[src/rtl/sfif_cpl_cr_rel.sv]
// Completion-credit release batcher: accumulates CplH/CplD credits from the monitor and
// returns them to the PCIe core in bursts on a threshold or after an idle timeout.
module sfif_cpl_cr_rel #(
  parameter int HTHRESH = 8,
  parameter int DTHRESH = 32,
  parameter int TMO     = 64,
  parameter int ACC_W   = 12
) (
  input  logic             clk_125,
  input  logic             rst,
  input  logic             cplh_cr,
  input  logic [7:0]       cpld_cr,
  output logic             cplh_processed,
  output logic             cpld_processed,
  output logic [7:0]       cpld_num,
  output logic [ACC_W-1:0] pend_cplh,
  output logic [ACC_W-1:0] pend_cpld,
  output logic             cr_ovf
);

  typedef enum logic [0:0] {IDLE = 1'b0, FLUSH = 1'b1} state_t;

  localparam logic [ACC_W:0]   ACC_MAX  = {1'b0, {ACC_W{1'b1}}};
  localparam logic [ACC_W-1:0] H_TH     = ACC_W'(HTHRESH);
  localparam logic [ACC_W-1:0] D_TH     = ACC_W'(DTHRESH);
  localparam logic [ACC_W-1:0] D_BURST  = ACC_W'(8'hFF);
  localparam logic [9:0]       TMO_LAST = 10'(TMO - 1);

  function automatic logic [ACC_W-1:0] sat_acc(input logic [ACC_W:0] sum);
    if (sum > ACC_MAX) sat_acc = ACC_MAX[ACC_W-1:0];
    else               sat_acc = sum[ACC_W-1:0];
  endfunction

  state_t           state_r, state_s;
  logic [ACC_W-1:0] acc_h_r, acc_d_r;
  logic [9:0]       timer_r, timer_s;
  logic             cr_ovf_r, cplh_proc_r, cpld_proc_r;
  logic [7:0]       cpld_num_r;
  logic             rel_h_s, held_s, ovf_s;
  logic [7:0]       rel_d_s;
  logic [ACC_W:0]   sum_h_s, sum_d_s;

  // Release amounts for this edge and the saturating accumulator sums
  always_comb begin
    rel_h_s = 1'b0;
    rel_d_s = 8'd0;
    if (state_r == FLUSH) begin
      rel_h_s = (acc_h_r != '0);
      if (acc_d_r > D_BURST) rel_d_s = 8'hFF;
      else                   rel_d_s = acc_d_r[7:0];
    end else begin
      rel_h_s = 1'b0;
      rel_d_s = 8'd0;
    end
    held_s  = (acc_h_r != '0) || (acc_d_r != '0);
    // Release never exceeds the held amount, so the subtraction cannot wrap
    sum_h_s = {1'b0, acc_h_r} + (ACC_W+1)'(cplh_cr) - (ACC_W+1)'(rel_h_s);
    sum_d_s = {1'b0, acc_d_r} + (ACC_W+1)'(cpld_cr) - (ACC_W+1)'(rel_d_s);
    ovf_s   = (sum_h_s > ACC_MAX) || (sum_d_s > ACC_MAX);
  end

  // Next-state and idle-timer logic
  always_comb begin
    state_s = state_r;
    timer_s = timer_r;
    case (state_r)
      IDLE: begin
        if ((acc_h_r >= H_TH) || (acc_d_r >= D_TH) || ((timer_r == TMO_LAST) && held_s)) begin
          state_s = FLUSH;
          timer_s = 10'd0;
        end else if (held_s) begin
          timer_s = timer_r + 10'd1;
        end else begin
          timer_s = 10'd0;
        end
      end
      FLUSH: begin
        timer_s = 10'd0;
        // Exit ignores this edge's arrivals; they are left for the IDLE rules
        if (((acc_h_r - ACC_W'(rel_h_s)) == '0) && ((acc_d_r - ACC_W'(rel_d_s)) == '0)) begin
          state_s = IDLE;
        end else begin
          state_s = FLUSH;
        end
      end
      default: begin
        state_s = IDLE;
        timer_s = 10'd0;
      end
    endcase
  end

  // State, accumulators and registered credit-return outputs
  always_ff @(posedge clk_125) begin
    if (rst) begin
      state_r     <= IDLE;
      acc_h_r     <= '0;
      acc_d_r     <= '0;
      timer_r     <= 10'd0;
      cr_ovf_r    <= 1'b0;
      cplh_proc_r <= 1'b0;
      cpld_proc_r <= 1'b0;
      cpld_num_r  <= 8'd0;
    end else begin
      state_r     <= state_s;
      acc_h_r     <= sat_acc(sum_h_s);
      acc_d_r     <= sat_acc(sum_d_s);
      timer_r     <= timer_s;
      cr_ovf_r    <= cr_ovf_r | ovf_s;
      cplh_proc_r <= rel_h_s;
      cpld_proc_r <= (rel_d_s != 8'd0);
      cpld_num_r  <= rel_d_s;
    end
  end

  assign cplh_processed = cplh_proc_r;
  assign cpld_processed = cpld_proc_r;
  assign cpld_num       = cpld_num_r;
  assign pend_cplh      = acc_h_r;
  assign pend_cpld      = acc_d_r;
  assign cr_ovf         = cr_ovf_r;

endmodule

[config.mk]
export PLATFORM = sky130hd
export DESIGN_NAME = sfif_cpl_cr_rel
export DESIGN_NICKNAME = d
export VERILOG_FILES = /design/src/rtl/sfif_cpl_cr_rel.sv
export SDC_FILE = /design/constraint.sdc
export NUM_CORES = 1
export LEC_CHECK = 0
export CAP_MARGIN = 20
export CELL_PAD_IN_SITES_DETAIL_PLACEMENT = 2
export CELL_PAD_IN_SITES_GLOBAL_PLACEMENT = 2
export CORE_UTILIZATION = 35
export DETAILED_ROUTE_END_ITERATION = 12
export GPL_TIMING_DRIVEN = 0
export HOLD_SLACK_MARGIN = 0.05
export PLACE_DENSITY = 0.88
export SYNTH_ARGS = -nofsm -noshare
export SYNTH_HDL_FRONTEND = slang
export SYNTH_SLANG_ARGS = --single-unit
[constraint.sdc]
create_clock -name clk_125 -period 8.25 [get_ports clk_125]
set_clock_uncertainty 0.1 [all_clocks]
set_input_delay 2.0625 -clock clk_125 [delete_from_list [all_inputs] [get_ports clk_125]]
set_output_delay 2.0625 -clock clk_125 [all_outputs]
set_load 0.1 [all_outputs]
# After elaboration in Yosys (flattened, before gate mapping)
# Index checks and enable logic that the tools add are counted.
[word_totals]
input_bits = 11
output_inout_bits = 35
ff_bits = 46
[op_classes]
n_bitwise = 2
muxes = 11
order_cmp = 5
add_sub_neg = 7
eq_ne = 1
reduce_logical = 11
[ops]
columns = ["cell", "n"]
rows = [
  ["13-bit by 12-bit greater-than comparator with 1-bit output, second input constant", 2],
  ["12-bit zero test", 2],
  ["12-bit two-way mux", 2],
  ["12-bit nonzero test", 2],
  ["10-bit two-way mux", 2],
  ["10-bit case mux with 2 select lines", 1],
  ["8-bit two-way mux", 2],
  ["12-bit by 1-bit adder with 13-bit output", 1],
  ["12-bit by 8-bit adder with 13-bit output", 1],
  ["13-bit by 1-bit subtractor with 13-bit output", 1],
  ["13-bit by 8-bit subtractor with 13-bit output", 1],
  ["12-bit by 4-bit >= comparator with 1-bit output, second input constant", 1],
  ["12-bit by 6-bit >= comparator with 1-bit output, second input constant", 1],
  ["12-bit by 8-bit greater-than comparator with 1-bit output, second input constant", 1],
  ["12-bit by 1-bit subtractor with 12-bit output", 1],
  ["12-bit by 8-bit subtractor with 12-bit output", 1],
  ["10-bit by 1-bit adder with 10-bit output, second input constant", 1],
  ["10-bit by 6-bit == test with 1-bit output, second input constant", 1],
  ["8-bit nonzero test", 1],
  ["1-bit logical OR", 4],
  ["1-bit two-way mux", 3],
  ["1-bit logical AND", 2],
  ["1-bit case mux with 2 select lines", 1],
  ["1-bit NOT", 1],
  ["1-bit OR", 1],
]

# Logic depth before layout (Yosys ltp)
# Gate-level depths: netlist of the first run.
[depth]
word_depth = 8
depth_mapped = 19
ltp_nobuf = 17

# Worst setup path before layout of the first run
# OpenSTA, ideal clock, no wires.
[synth_path]
kind = "register -> register"
start = "register acc_d_r[11], in the netlist pend_cpld[11]"
end = "register acc_d_r[1], in the netlist pend_cpld[1]"
setup_slack_ns = 3.348
path_stages_with_launch = 18
setup_time_ns = 0.134
arrival_ns = 4.669
n_path_buf = 2
path_cell_list = "dfxtp_1 clkbuf_1 inv_1 ha_1 nand2b_1 and2_1 clkbuf_1 a21oi_1 fa_1 inv_1 ha_1 nand2b_1 a21oi_1 a2111oi_2 o21a_1 mux2_2 nor2_2 a21oi_1"
[synth_via]
elab_chain_cells = 6
[synth_rtl]
columns = ["element", "line_no", "rtl"]
rows = [
  ["start, declared", "35", "logic [ACC_W-1:0] acc_h_r, acc_d_r;"],
  ["start signal, assigned", "107", "acc_d_r <= sat_acc(sum_d_s);"],
  ["12-bit by 8-bit greater-than comparator with 1-bit output", "49", "if (acc_d_r > D_BURST) rel_d_s = 8'hFF;"],
  ["8-bit two-way mux", "49", ""],
  ["8-bit two-way mux", "47", "if (state_r == FLUSH) begin"],
  ["net rel_d_s[2]", "40", "logic [7:0] rel_d_s;"],
  ["13-bit by 8-bit subtractor with 13-bit output", "58", "sum_d_s = {1'b0, acc_d_r} + (ACC_W+1)'(cpld_cr) - (ACC_W+1)'(rel_d_s);"],
  ["13-bit by 12-bit greater-than comparator with 1-bit output", "30", "if (sum > ACC_MAX) sat_acc = ACC_MAX[ACC_W-1:0];"],
  ["12-bit two-way mux", "30", ""],
]
# The timed path passes the listed nets, and every way through them passes these cells.
# A chain may end at the register's enable or synchronous reset.

# Worst setup path in the final report of the first run
[layout_path]
start = "input port cpld_cr[2]"
end = "register acc_d_r[2], in the netlist pend_cpld[2]"
[layout_via]
elab_chain_cells = 4
[layout_rtl]
columns = ["element", "line_no", "rtl"]
rows = [
  ["start, declared", "12", "input logic [7:0] cpld_cr,"],
  ["12-bit by 8-bit adder with 13-bit output *", "58", ""],
  ["13-bit by 8-bit subtractor with 13-bit output *", "58", ""],
  ["13-bit by 12-bit greater-than comparator with 1-bit output", "30", ""],
  ["12-bit two-way mux *", "30", ""],
]
# Mark *: on every way between the ends. The rest lies on a longest branch, timed or not.

==> results.cfg, run 1 <==
[final_layout]
layout_commonest_cell = inv_1
diodes = 0
mostFrequentLayoutCells = 64 x inv_1, 46 x ha_1, 46 x dfxtp_1, 45 x clkdlybuf4s50_1, 44 x a21oi_1
seqCellArea_um2 = 921
n_fill_cell = 1285
multi_input_area_um2 = 2750
layout-drive-gt1-share_pct = 9.67
areaGrowthSynthToFinish_pct = 19.8
nets = 613

[synth]
ys_warn_count = 0
synth_edf_count = 0
synthesis.area_um2 = 4030
synthArstFlopShare_pct = 0
ys_ff_latch = 46
synthCells = 495
postSynthAreaPerCell_um2 = 8.13
ys_seq_area_share_pct = 22.9
synth.distinct_cells = 68
synth-main-ff-cell = dfxtp_1
syn_nets = 561

[place]
gp_congestion = 0.890
port_buffers = 45
place_hpwl_um = 10400

[floorplan]
initial_core_util_pct = 36.5
die_w_um = 109
num_rows = 38
core-area_um2 = 11000
fp.dieH_um = 109
io_pins = 46
dieArea_um2 = 11900

[clock_tree]
cts.sinks = 46
cts_buffers = 5
cts_tree = done
ctsLongestPathBuffers = 2
cts_hold_buffers = 0
cts_setup_buffers = 0
htree_levels = 2
clk_latency_ps = 300
ctsResizeCount = 0
root_buffer = clkbuf_16
clk_pin_slew_worst_paths_ps = 70

[sta]
slew_viol_final = 0
rsz0062_at_grt = false
tns_ps = 0
worst_slew_pin_slew_ps = 976
setup_viol = 0
layout_min_cycle_time_ps = 5510
fmax_mhz = 181
slew-limit-headroom_pct = 34.7
fin_crit_sh_pct = 66.8
finalHoldViolCount = 0

[worst_setup_path]
worst_setup_path_end_kind = register
path_depth = 12
startpoint_type = input pin
crit_family = compound AO/OA/AOI/OAI gates
max_stage_delay_ps = 560
cp_num_buf_inv = 3
slowest_stage = a2111oi_2
cp_cell_sequence = clkdlybuf4s50_1 -> inv_1 -> fa_1 -> inv_1 -> ha_1 -> nand2b_1 -> a21oi_1 -> a2111oi_2 -> o21a_1 -> mux2_2 -> nor2_2 -> a21oi_1
critPathRequiredTime_ps = 8300
r2r_cells = 19
arrival_ps = 5570
path_class = input pin to register
path_max_fanout = 10

[grt]
grt_pass1_vias = 4161
gr-total-overflow = 0
grt_use_total_pct = 23.4
antenna_found_initial = 0
grt_max_degree = 16
grt_pass1_wl_um = 21300

[detailed_routing]
ant_nets = 0
drtIter0Drc = 96
drt-vias-per-instance = 5.54
drc = 0
routed_wl_um = 13100
firstDrtPassIters = 4
vias = 3812
routedWlPerCell_um = 19.1

[status]
status = completed

[worst_hold_path]
worstHoldPathCells = 1
hold_class = register to register

[job]
maxCapViolations = 0
-- registers in the layout (all words and copies together), names as in the netlist --
name	flops
pend_cpld	12
cpld_processed	1
timer_r	10
cr_ovf	1
cplh_processed	1
cpld_num	8
pend_cplh	12
state_r	1
-- metal layers --
layer  global-route usage (%)  vias to the layer above  routed length, um
met4                     6.67                        0                268
met1                     28.1                     1908               5780
met3                     3.17                       20                354
li1                         -                     1808                  -
met5                        0                        -                  0
met2                     42.9                       76               6730
-- final cells by class --
| class | instances | area share, % |
|---|---|---|
| clock buffers | 5 | 2.60 |
| well taps | 140 | 3.63 |
| flip-flops and latches | 46 | 19.1 |
| inverters | 66 | 5.14 |
| multi-input cells | 363 | 57.1 |
| repair buffers | 45 | 9.34 |
| clock inverters | 3 | 0.934 |
| plain buffers | 20 | 2.15 |
-- worst register-to-register path, cell delays in order (launching register included) --
cell	delay, ps
dfxtp_1	330
clkbuf_1	340
inv_1	250
ha_1	270
nand2b_1	110
and2_1	230
clkbuf_1	500
a21oi_1	180
ha_1	390
inv_1	70
ha_1	200
inv_1	80
fa_1	200
nand2b_1	160
a21oi_1	100
a2111oi_2	560
o21a_1	310
mux2_2	400
nor2_2	440
a21oi_1	150
-- final timing paths --
check	start	endpoint	slack [ps]
worst min-delay path	timer_r[0]$_SDFF_PP0_	timer_r[0]$_SDFF_PP0_	380
worst max-delay path	cpld_cr[2]	pend_cpld[2]$_SDFF_PP0_	2740
worst min register to register	timer_r[0]$_SDFF_PP0_	timer_r[0]$_SDFF_PP0_	380
worst max register to register	pend_cpld[11]$_SDFF_PP0_	pend_cpld[2]$_SDFF_PP0_	2740
-- synthesized netlist by cell type (6+ instances only) --
cell      number  area (um2)
fa_1           9         180
xnor2_1       22         193
nand3_1       11        55.1
ha_1          46         576
nor2_2        10        62.6
a21oi_2       10        87.6
nor4_1         6        37.5
o21ai_0       12        60.1
nand2_1       23        86.3
clkbuf_1      13        48.8
nor3_1        14        70.1
inv_1         64         240
nor2_1        37         139
a21oi_1       44         220
dfxtp_1       46         921
nand2b_1       7        43.8
nor2b_1       12        75.1
xor2_1        12         105
-- kinds of logic (layout without fill, tap and decap cells) --
kind of cell	Yosys count	count (layout)	share of synthesized area, %
simple gates	145	145	19.0
compound gates	125	125	21.8
buf+inv	86	139	8.73
fa+ha+maj	55	55	18.8
flops	46	46	22.9
xor+xnor	35	35	8.08
mux	3	3	0.777
-- metrics by stage --
stage               std cells  hold WS (ps)  worst slack, ps  area, um2  utilization, %
detailed placement        680           376             2450       4650            42.2
CTS                       688           393             2750       4820            43.7
finish                    688           382             2740       4820            43.7
global route              688           412             2450       4820            43.7
global placement          680           352             2570       4650            42.2
floorplan                 495           335             3350       4030               -
Power of run 1 is left out: the tool's default activity adds up to more than one toggle a clock period on the data nets, which glitch-free logic cannot reach.
==> run 2: changes to the inputs <==
- CORE_UTILIZATION: 35 -> 31
- PLACE_DENSITY: 0.88 -> 0.83
- clock period: 8.25 -> 4.6 ns (I/O delays scaled with it)
==> run 2 against run 1 <==
Non-clock buffer count increased by 3. Routed wire length is 0.24% lower. Worst hold slack got worse by 17 ps. Global-route usage shrank 2.2 points. Critical path depth increased by 6. Sequential cell count is the same. Cell area increased by 2.0%. Cell count increased by 4.8%. Sequential share of layout area decreased by 0.28 points. Critical path type is now register to register.
==> results.cfg, run 2 (synthesis results as in run 1) <==
[final_layout]
layout-drive-gt1-share_pct = 12.4
layout_commonest_cell = inv_1
areaGrowthSynthToFinish_pct = 22.2
nets = 616
diodes = 0
utilization_pct = 39.0
mostFrequentLayoutCells = 61 x inv_1, 45 x clkdlybuf4s50_1, 44 x ha_1, 42 x a21oi_1, 42 x dfxtp_1
n_fill_cell = 1489

[grt]
gr-total-overflow = 0
grt_use_total_pct = 21.2
grt_pass1_wl_um = 21900
grt_max_degree = 13
antenna_found_initial = 0
grt_pass1_vias = 4192

[worst_setup_path]
arrival_ps = 4430
startpoint_type = register
path_class = register to register
worst_setup_path_end_kind = register
crit_family = adder cells
max_stage_delay_ps = 510
slowest_stage = or4_4
path_max_fanout = 4
cp_num_buf_inv = 4
critPathRequiredTime_ps = 4650
cp_cell_sequence = inv_1 -> ha_2 -> nand3_2 -> or4_4 -> and2_1 -> ha_1 -> inv_1 -> ha_1 -> fa_1 -> nand2b_2 -> a221oi_2 -> o41ai_2 -> buf_4 -> o221ai_2 -> a221o_2 -> xnor2_4 -> buf_4 -> a21oi_1

[sta]
rsz0062_at_grt = false
setup_viol = 0
worst_slew_pin_slew_ps = 994
layout_min_cycle_time_ps = 4380
fin_crit_sh_pct = 95.2
fmax_mhz = 228
finalHoldViolCount = 0
slew-limit-headroom_pct = 33.5
slew_viol_final = 0

[floorplan]
dieArea_um2 = 13400
initial_core_util_pct = 31.9
fp.dieH_um = 116
die_w_um = 116
core-area_um2 = 12600
io_pins = 46
num_rows = 41

[clock_tree]
clk_latency_ps = 300
cts_tree = done
cts.sinks = 46
cts_hold_buffers = 0
cts_buffers = 5
ctsLongestPathBuffers = 2
htree_levels = 2
root_buffer = clkbuf_16
clk_pin_slew_worst_paths_ps = 70

[detailed_routing]
routed_wl_um = 13100
vias = 3762
drt-vias-per-instance = 5.22
routedWlPerCell_um = 18.2
drtIter0Drc = 122
ant_nets = 0
firstDrtPassIters = 4
drc = 0

[place]
gp_congestion = 0.918
port_buffers = 45
place_hpwl_um = 10300

[status]
status = completed

[worst_hold_path]
hold_class = register to register

[job]
maxCapViolations = 0
-- run 2: cell count changes in the layout (fill, tap and decap cells not counted), sizes merged --
cell      before  now
bufinv         1    0
clkbuf        19   18
clkinvlp       2    0
buf            6   11
-- run 2: worst register-to-register path, cell delays in order (launching register included) --
cell and delay, ps:
dfxtp_1 340, inv_1 150, ha_2 240, nand3_2 110, or4_4 510, and2_1 180, ha_1 320, inv_1 60
ha_1 210, fa_1 420, nand2b_2 120, a221oi_2 80, o41ai_2 280, buf_4 170, o221ai_2 120, a221o_2 400
xnor2_4 200, buf_4 160, a21oi_1 70
-- run 2: area by class of cell --
cell class,count,area [um2],share of cell area (%)
Tap cell,172,215,4.38
Inverter,66,248,5.04
Timing Repair Buffer,49,493,10.0
Clock buffer,6,139,2.82
Multi-Input combinational cell,363,2790,56.7
Sequential cell,46,926,18.8
Buffer,19,108,2.19
-- run 2: worst paths after layout --
kind                            cells past startpoint  slack (ps)                    start                       to
worst max-delay path                               18         220  pend_cplh[4]$_SDFF_PP0_  pend_cplh[1]$_SDFF_PP0_
worst min-delay path                                1         360    timer_r[0]$_SDFF_PP0_    timer_r[0]$_SDFF_PP0_
worst max register to register                     18         220  pend_cplh[4]$_SDFF_PP0_  pend_cplh[1]$_SDFF_PP0_
worst min register to register                      1         360    timer_r[0]$_SDFF_PP0_    timer_r[0]$_SDFF_PP0_
-- run 2: what timing repair did --
action                                  in CTS  in global routing
endpoints found under the setup margin      14                 23
setup buffers                                0                  4
gates resized for setup                      4                 11
pin swaps                                    0                  4
-- run 2: metal layers --
metal	routed length [um]	vias to the layer above	global-route usage, %
li1	-	1814	-
met5	0	-	0
met3	521	14	3.19
met2	6680	70	37.5
met4	152	0	5.81
met1	5750	1864	26.6
-- run 2: metrics by stage --
step | setup slack, ps | std cells | setup TNS, ps | instance area [um2] | hold WS, ps
final | 222 | 721 | 0 | 4920 | 365
after global routing | 3.42 | 721 | 0 | 4920 | 408
after CTS | 0.600 | 717 | 0 | 4850 | 372
after detailed placement | -809 | 712 | -9340 | 4700 | 353
after global placement | -687 | 712 | -7660 | 4700 | 349
after floorplan | 1.75 | 495 | 0 | 4030 | 335
Power of run 2 is left out for the same reason.
